**config.mk**
```make
export PLATFORM = sky130hd
export DESIGN_NAME = branch_pred_unit
export DESIGN_NICKNAME = d
export VERILOG_FILES = /design/src/rtl/branch_pred_unit.sv
export SDC_FILE = /design/constraint.sdc
export NUM_CORES = 2
export LEC_CHECK = 0
export CAP_MARGIN = 20
export CORE_ASPECT_RATIO = 1.75
export CORE_MARGIN = 2
export CORE_UTILIZATION = 50
export CTS_CLUSTER_SIZE = 16
export DETAILED_ROUTE_END_ITERATION = 8
export GPL_TIMING_DRIVEN = 0
export PLACE_DENSITY = 0.77
export SLEW_MARGIN = 20
export SYNTH_ARGS = -nofsm -noshare
export SYNTH_HDL_FRONTEND = slang
export SYNTH_SLANG_ARGS = --single-unit
```
**constraint.sdc**
```tcl
create_clock -name clock -period 9.4 [get_ports clock]
set_clock_uncertainty 0.05 [all_clocks]
set_input_delay 2.35 -clock clock [delete_from_list [all_inputs] [get_ports clock]]
set_output_delay 2.35 -clock clock [all_outputs]
set_load 0.02 [all_outputs]
```
**src/rtl/branch_pred_unit.sv**
```systemverilog
// Fetch-stage branch predictor: BTB + bimodal/gshare PHT + circular RAS + perf counters.
// Prediction is combinational from if_pc (zero latency); training/RAS are applied at the clock edge, no backpressure.
module branch_pred_unit #(
  parameter int XLEN        = 32,
  parameter int BTB_ENTRIES = 16,
  parameter int HIST_BITS   = 8,
  parameter int MODE        = 1,
  parameter int RAS_DEPTH   = 4
) (
  input  logic                 clock,
  input  logic                 reset,
  input  logic [XLEN-1:0]      if_pc,
  output logic                 predict_taken,
  output logic [XLEN-1:0]      predict_target,
  output logic                 target_valid,
  output logic [HIST_BITS-1:0] pred_pht_index,
  input  logic                 upd_valid,
  input  logic [XLEN-1:0]      upd_pc,
  input  logic [1:0]           upd_type,
  input  logic                 upd_taken,
  input  logic [XLEN-1:0]      upd_target,
  input  logic [HIST_BITS-1:0] upd_pht_index,
  input  logic                 upd_mispredict,
  input  logic                 ras_push,
  input  logic [XLEN-1:0]      ras_push_addr,
  input  logic                 ras_pop,
  output logic [31:0]          perf_branches,
  output logic [31:0]          perf_mispredicts
);

  localparam int BI    = $clog2(BTB_ENTRIES);
  localparam int RI    = $clog2(RAS_DEPTH);
  localparam int TAG_W = XLEN - BI - 2;
  localparam int PHT_N = 1 << HIST_BITS;
  localparam logic [RI:0] RAS_FULL = (RI+1)'(RAS_DEPTH);

  typedef enum logic [1:0] {
    T_BRANCH = 2'b00,
    T_JUMP   = 2'b01,
    T_CALL   = 2'b10,
    T_RET    = 2'b11
  } ctl_type_e;

  typedef struct packed {
    logic             valid;
    logic [TAG_W-1:0] tag;
    logic [XLEN-1:0]  target;
    logic [1:0]       kind;
  } btb_entry_t;

  btb_entry_t           btb [BTB_ENTRIES];
  logic [1:0]           pht [PHT_N];
  logic [HIST_BITS-1:0] ghr;
  logic [XLEN-1:0]      ras [RAS_DEPTH];
  logic [RI-1:0]        ras_top;
  logic [RI:0]          ras_cnt;

  logic [BI-1:0]        rd_idx;
  logic [TAG_W-1:0]     rd_tag;
  btb_entry_t           rd_entry;
  logic                 rd_hit;
  logic [HIST_BITS-1:0] pht_base;
  logic [1:0]           rd_ctr;
  logic                 ras_empty;

  logic [BI-1:0]        wr_idx;
  logic [1:0]           upd_ctr;
  logic [RI-1:0]        ras_top_inc;
  logic [RI-1:0]        ras_top_dec;
  logic                 unused_pc_lsbs;

  assign unused_pc_lsbs = ^{if_pc[1:0], upd_pc[1:0]};

  assign rd_idx         = if_pc[BI+1:2];
  assign rd_tag         = if_pc[XLEN-1:BI+2];
  assign rd_entry       = btb[rd_idx];
  assign rd_hit         = rd_entry.valid && (rd_entry.tag == rd_tag);
  assign pht_base       = if_pc[HIST_BITS+1:2];
  assign pred_pht_index = (MODE == 1) ? (pht_base ^ ghr) : pht_base;
  assign rd_ctr         = pht[pred_pht_index];
  assign ras_empty      = (ras_cnt == '0);

  assign wr_idx      = upd_pc[BI+1:2];
  assign upd_ctr     = pht[upd_pht_index];
  assign ras_top_inc = ras_top + 1'b1;
  assign ras_top_dec = ras_top - 1'b1;

  always_comb begin
    target_valid   = rd_hit;
    predict_taken  = 1'b0;
    predict_target = '0;
    if (rd_hit) begin
      predict_target = rd_entry.target;
      case (rd_entry.kind)
        T_BRANCH: predict_taken = rd_ctr[1];
        T_RET: begin
          predict_taken = 1'b1;
          if (!ras_empty) predict_target = ras[ras_top];
        end
        default:  predict_taken = 1'b1;
      endcase
    end
  end

  always_ff @(posedge clock) begin
    if (reset) begin
      for (int i = 0; i < BTB_ENTRIES; i++) btb[i].valid <= 1'b0;
      for (int i = 0; i < PHT_N; i++) pht[i] <= 2'b01;
      ghr              <= '0;
      ras_top          <= '0;
      ras_cnt          <= '0;
      perf_branches    <= '0;
      perf_mispredicts <= '0;
    end else begin
      if (upd_valid) begin
        if (upd_type == T_BRANCH) begin
          if (upd_taken && upd_ctr != 2'b11) pht[upd_pht_index] <= upd_ctr + 2'd1;
          else if (!upd_taken && upd_ctr != 2'b00) pht[upd_pht_index] <= upd_ctr - 2'd1;
          ghr <= {ghr[HIST_BITS-2:0], upd_taken};
          if (perf_branches != '1) perf_branches <= perf_branches + 32'd1;
        end
        // Not-taken outcomes never allocate and never disturb an existing entry.
        if (upd_taken) begin
          btb[wr_idx] <= '{valid: 1'b1, tag: upd_pc[XLEN-1:BI+2],
                           target: upd_target, kind: upd_type};
        end
        if (upd_mispredict && perf_mispredicts != '1)
          perf_mispredicts <= perf_mispredicts + 32'd1;
      end

      // Push+pop on a non-empty stack swaps the top in place; on an empty one it is a plain push.
      if (ras_push && ras_pop && !ras_empty) begin
        ras[ras_top] <= ras_push_addr;
      end else if (ras_push) begin
        ras_top          <= ras_top_inc;
        ras[ras_top_inc] <= ras_push_addr;
        if (ras_cnt != RAS_FULL) ras_cnt <= ras_cnt + 1'b1;
      end else if (ras_pop && !ras_empty) begin
        ras_top <= ras_top_dec;
        ras_cnt <= ras_cnt - 1'b1;
      end
    end
  end

endmodule

```
==> metrics.md <==
| Metric | Value |
|---|---|
| Violated checks | negative setup slack |
| Antenna violations before repair | 30 |
| Power density relative to cell area | 197 mW/mm2 |
| Placement Cell Area | approximately 0.080 mm2 |
| Reported leakage power | between 20 and 30 nW |
| Post-route DRC | 0 |
| RSZ-0062 raised after global routing | yes |
| Dominant delay contributor by cell family on the critical path | buffers and inverters |
| Global route total overflow | 0 |
| Tightest Hold Check Type | reg -> reg |
| Number of optimization iterations in the first detailed-route pass | 7 |
| Delay contributed by the slowest stage of the critical path | roughly 0.9 ns |
| Post-route antenna net violation count | 0 |
| Number of synthesis warnings | 0 |
| All-layer global routing usage | approximately two fifths |
| Startpoint of the worst setup timing path | if_pc[4] |
| Max-slew violation total from the final report | 0 |
| Worst slew margin relative to its limit | about a tenth |
| Post-synthesis share of cell area spent on full adders, half adders and majority gates | less than 1% |
| Wire length per cell | 43.1 um |
| Critical path's slowest cell | sky130_fd_sc_hd__buf_1 |
| Sequential cell area | between 0.04 and 0.05 mm2 |
| Number of H-tree levels | 4 |
| Slew of the pin with the lowest slew margin | 1.35 ns |
| Buffers added on ports | 236 |
| Reg2reg start | pht[219][1] |
| # rows | 185 |
| Height of the die | 510 um |
| Vias after detailed routing | 47.5k |
| Pre-CTS setup slack | -2.29 ns |
| Category of the worst setup path capture point | output pin |
| Synth unique cells | 59 |
| Share of synthesized registers carrying an async set or reset | 0% |
| Dominant combinational cell family by area after synthesis | multiplexers |
| Result of the run | complete, but fails checks |
| Sequence of cells on the critical path | clkbuf_2, xnor2_4, clkinv_2, buf_2, buf_1, mux2i_1, o221ai_1, a21oi_1, nor4_2, nor3_1, a31oi_1, clkdlybuf4s50_1 |
| Number of flops mapped to enable cells by yosys | 1600 |
| Post-Synthesis Cell Area | 0.0731 mm2 |
| Portion of netlist area occupied by mux cells | 17.0% |
| Area added between synthesis and finish | 16.8% |
| Count of routing violations after the opening detailed-route iteration | 6390 |
| Post-layout minimum cycle time | 9.67 ns |
| Average instance area after synthesis | 16.7 um2 |
| Fraction of final layout cells sized beyond drive strength 1 | 21.4% |
| Synth Area in XOR/XNOR | 1.09% |
| Max capacitance violation total | 0 |
| Core footprint | 0.145 mm2 |
| Number of global-route vias before repair | roughly 48k |
| Die X-Extent | 293 um |
| Number of setup violations in the final report | 1 |
| Setup TNS | -0.267 ns |
| Global-route wire length before repair | 396000 um |
| Required time of the critical path | 7.00 ns |
| Hold Violations, Final | 0 |
| Worst-case vdd ir drop | 219 uV |
| Fill cells | roughly 11k |
| Initial core utilization | 50.3% |
| Clock Sink Count | 1695 |
| Post-route design area | roughly 0.085 mm2 |
| Worst hold start | ghr[7] |
| Clock buffer count from CTS | 152 |
| Post-detailed-placement half-perimeter wirelength | 208000 um |
| Pin count of the biggest net entering global routing | 20 |
| Clock latency of the later-clocked register in the worst-skew pair | 0.86 ns |
| Flop2flop setup slack | approximately 4.0 ns |
| Number of buffer and inverter stages on the critical path | 5 |
| Synthesis-stage register bit count | 1695 |
| Mapped Nets | 4518 |
| Highest clock frequency the design can meet | a little over 0.1 GHz |
| Simple-gate area share of the yosys netlist | 6.75% |
| Worst setup path class | in -> out |
| I/O Pins | 251 |
| Synth Instances | roughly 4.4k |
| Vias per std cell | 6.92 |
| Clock tree from TritonCTS | done |
| Most instantiated flip-flop cell in the synthesis netlist | sky130_fd_sc_hd__edfxtp_1 |
| Critical Path Fanout Max | 10 |
| CP Launch Type | primary input |
| Routed Wire Length | 296000 um |
| Total number of nets in the final design | 4999 |
| Max Buffers Root-to-Sink | 3 |
| Post-CTS Hold Buffers | 0 |
| Multi-input combinational cell area | 0.0219 mm2 |
| Area enclosed by the die boundary | 0.149 mm2 |
| Final setup margin | -0.267 ns |
| Clock transition at the register clock pins on the worst setup and hold paths after CTS | 0.06 ns |
| Period utilization | 103% |
| CTS root buffer | sky130_fd_sc_hd__clkbuf_16 |
| Final RePlAce weighted congestion | between 1 and 1.5 |
| Synth Area in Compound Gates | roughly 4.5% |
| Arr. time, crit path | 7.27 ns |
| Seq/Total Area, Yosys | 68.4% |
## per-stage QoR
step | power (mW) | hold slack (ns) | cells | util [%]
2_1_floorplan | 9.61 | 0.387 | 4370 | -
3_3_place_gp | 10.3 | 0.397 | 6476 | 53.6
3_5_place_dp | 10.4 | 0.409 | 6563 | 55.1
4_1_cts | 16.7 | 0.428 | 6836 | 58.7
5_1_grt | 17.1 | 0.448 | 6844 | 58.8
6_report | 16.8 | 0.429 | 6858 | 58.8
## worst register-to-register path: cells and delay by family, from the launching register on
| kind | cells | cell delay, ns |
|---|---|---|
| AOI/OAI and AO/OA | 5 | 2.06 |
| and+or+nand+nor | 2 | 0.59 |
| xor gates and xnor gates | 1 | 0.12 |
| DFF | 1 | 0.50 |
| muxes | 1 | 0.51 |
| buffers and inverters | 2 | 1.26 |
## state kept, by name, summed over array words and instances (netlist names), named ones only
register and count:
ras_cnt 3, ghr 8, btb 976, perf_branches 32, ras 128, ras_top 2, perf_mispredicts 32, pht 512
## cells in the final DEF (no fill, tap or decap), drive strengths merged, types with 6 or more instances in the layout
master	count
a2111oi	6
a211oi	13
a21o	257
a21oi	45
a221oi	8
a22o	9
a22oi	48
a31oi	11
and2	14
and3	10
and4	8
buf	237
bufinv	17
clkbuf	356
clkdlybuf4s15	12
clkdlybuf4s50	235
clkinv	60
dfxtp	95
diode	20
edfxtp	1600
inv	39
mux2i	178
mux4	472
nand2	444
nand2b	9
nand3	53
nand4	23
nor2	221
nor2b	14
nor3	274
nor4	8
o21ai	27
o22ai	23
or3	20
xnor2	40
xor2	51
## power breakdown
part	internal, mW	switching (mW)	leakage, nW
registers	8.41	0.0850	14.9
logic	0.664	1.22	10.3
clock network	3.52	2.91	2.42
## area by class of cell
class / instances / area share [%]
multi-input cells: 2315 / 25.6
well taps: 1870 / 2.74
diodes: 20 / 0.0586
plain buffers: 328 / 2.05
clock buffers: 185 / 4.69
inverters: 32 / 0.142
flip-flops and latches: 1695 / 58.5
repair buffers: 327 / 5.03
clock inverters: 86 / 1.14
## what timing repair did
item	4_1_cts	5_1_grt
setup endpoints to repair	34	19
resized for setup	139	22
pin swaps	1	1
cloned	0	0
buffers inserted	2	0
## metal layers
| metal | vias up | global-route usage (%) | share of wire, % |
|---|---|---|---|
| li1 | 18300 | - | - |
| met1 | 24200 | 41.3 | 30 |
| met2 | 3696 | 66.2 | 49 |
| met3 | 1251 | 11.7 | 10 |
| met4 | 28 | 33.9 | 11 |
| met5 | - | 1.22 | 0.14 |
## path summary, 6_finish.rpt
path	depth (start not counted)	end
setup reg to reg	11	pht[208][1]
hold / removal	2	ghr[7]
hold reg to reg	2	ghr[7]
setup / recovery	12	predict_taken
## cell families (layout without fill, tap and decap cells)
family / after synthesis / after routing
multiplexers: 652 / 652
adder cells (fa/ha/maj): 3 / 3
AO/OA/AOI/OAI: 460 / 460
buffers and inverters: 360 / 958
AND/OR/NAND/NOR: 1109 / 1109
flip-flops: 1695 / 1695
XOR/XNOR: 91 / 91
other: 0 / 20
## Yosys cell counts (14+ instances only)
library cell               number  area (um2)
sky130_fd_sc_hd__a21o_1       257        1930
sky130_fd_sc_hd__nand3_1       53         265
sky130_fd_sc_hd__o22ai_1       20         125
sky130_fd_sc_hd__buf_2         96         480
sky130_fd_sc_hd__dfxtp_1       95        1900
sky130_fd_sc_hd__edfxtp_1    1600       48000
sky130_fd_sc_hd__a21oi_1       45         225
sky130_fd_sc_hd__nor2b_1       14        87.6
sky130_fd_sc_hd__a22oi_1       48         360
sky130_fd_sc_hd__nand4_1       23         144
sky130_fd_sc_hd__or3_1         20         125
sky130_fd_sc_hd__xor2_1        51         447
sky130_fd_sc_hd__nand2_1      444        1670
sky130_fd_sc_hd__mux2i_1      178        1780
sky130_fd_sc_hd__o21ai_0       25         125
sky130_fd_sc_hd__mux4_2       472       10600
sky130_fd_sc_hd__nor2_1       216         811
sky130_fd_sc_hd__buf_1         39         146
sky130_fd_sc_hd__clkbuf_1     171         642
sky130_fd_sc_hd__inv_1         30         113
sky130_fd_sc_hd__xnor2_1       40         350
sky130_fd_sc_hd__nor3_1       274        1370
No activity file was read; power rests on OpenSTA's default activity.
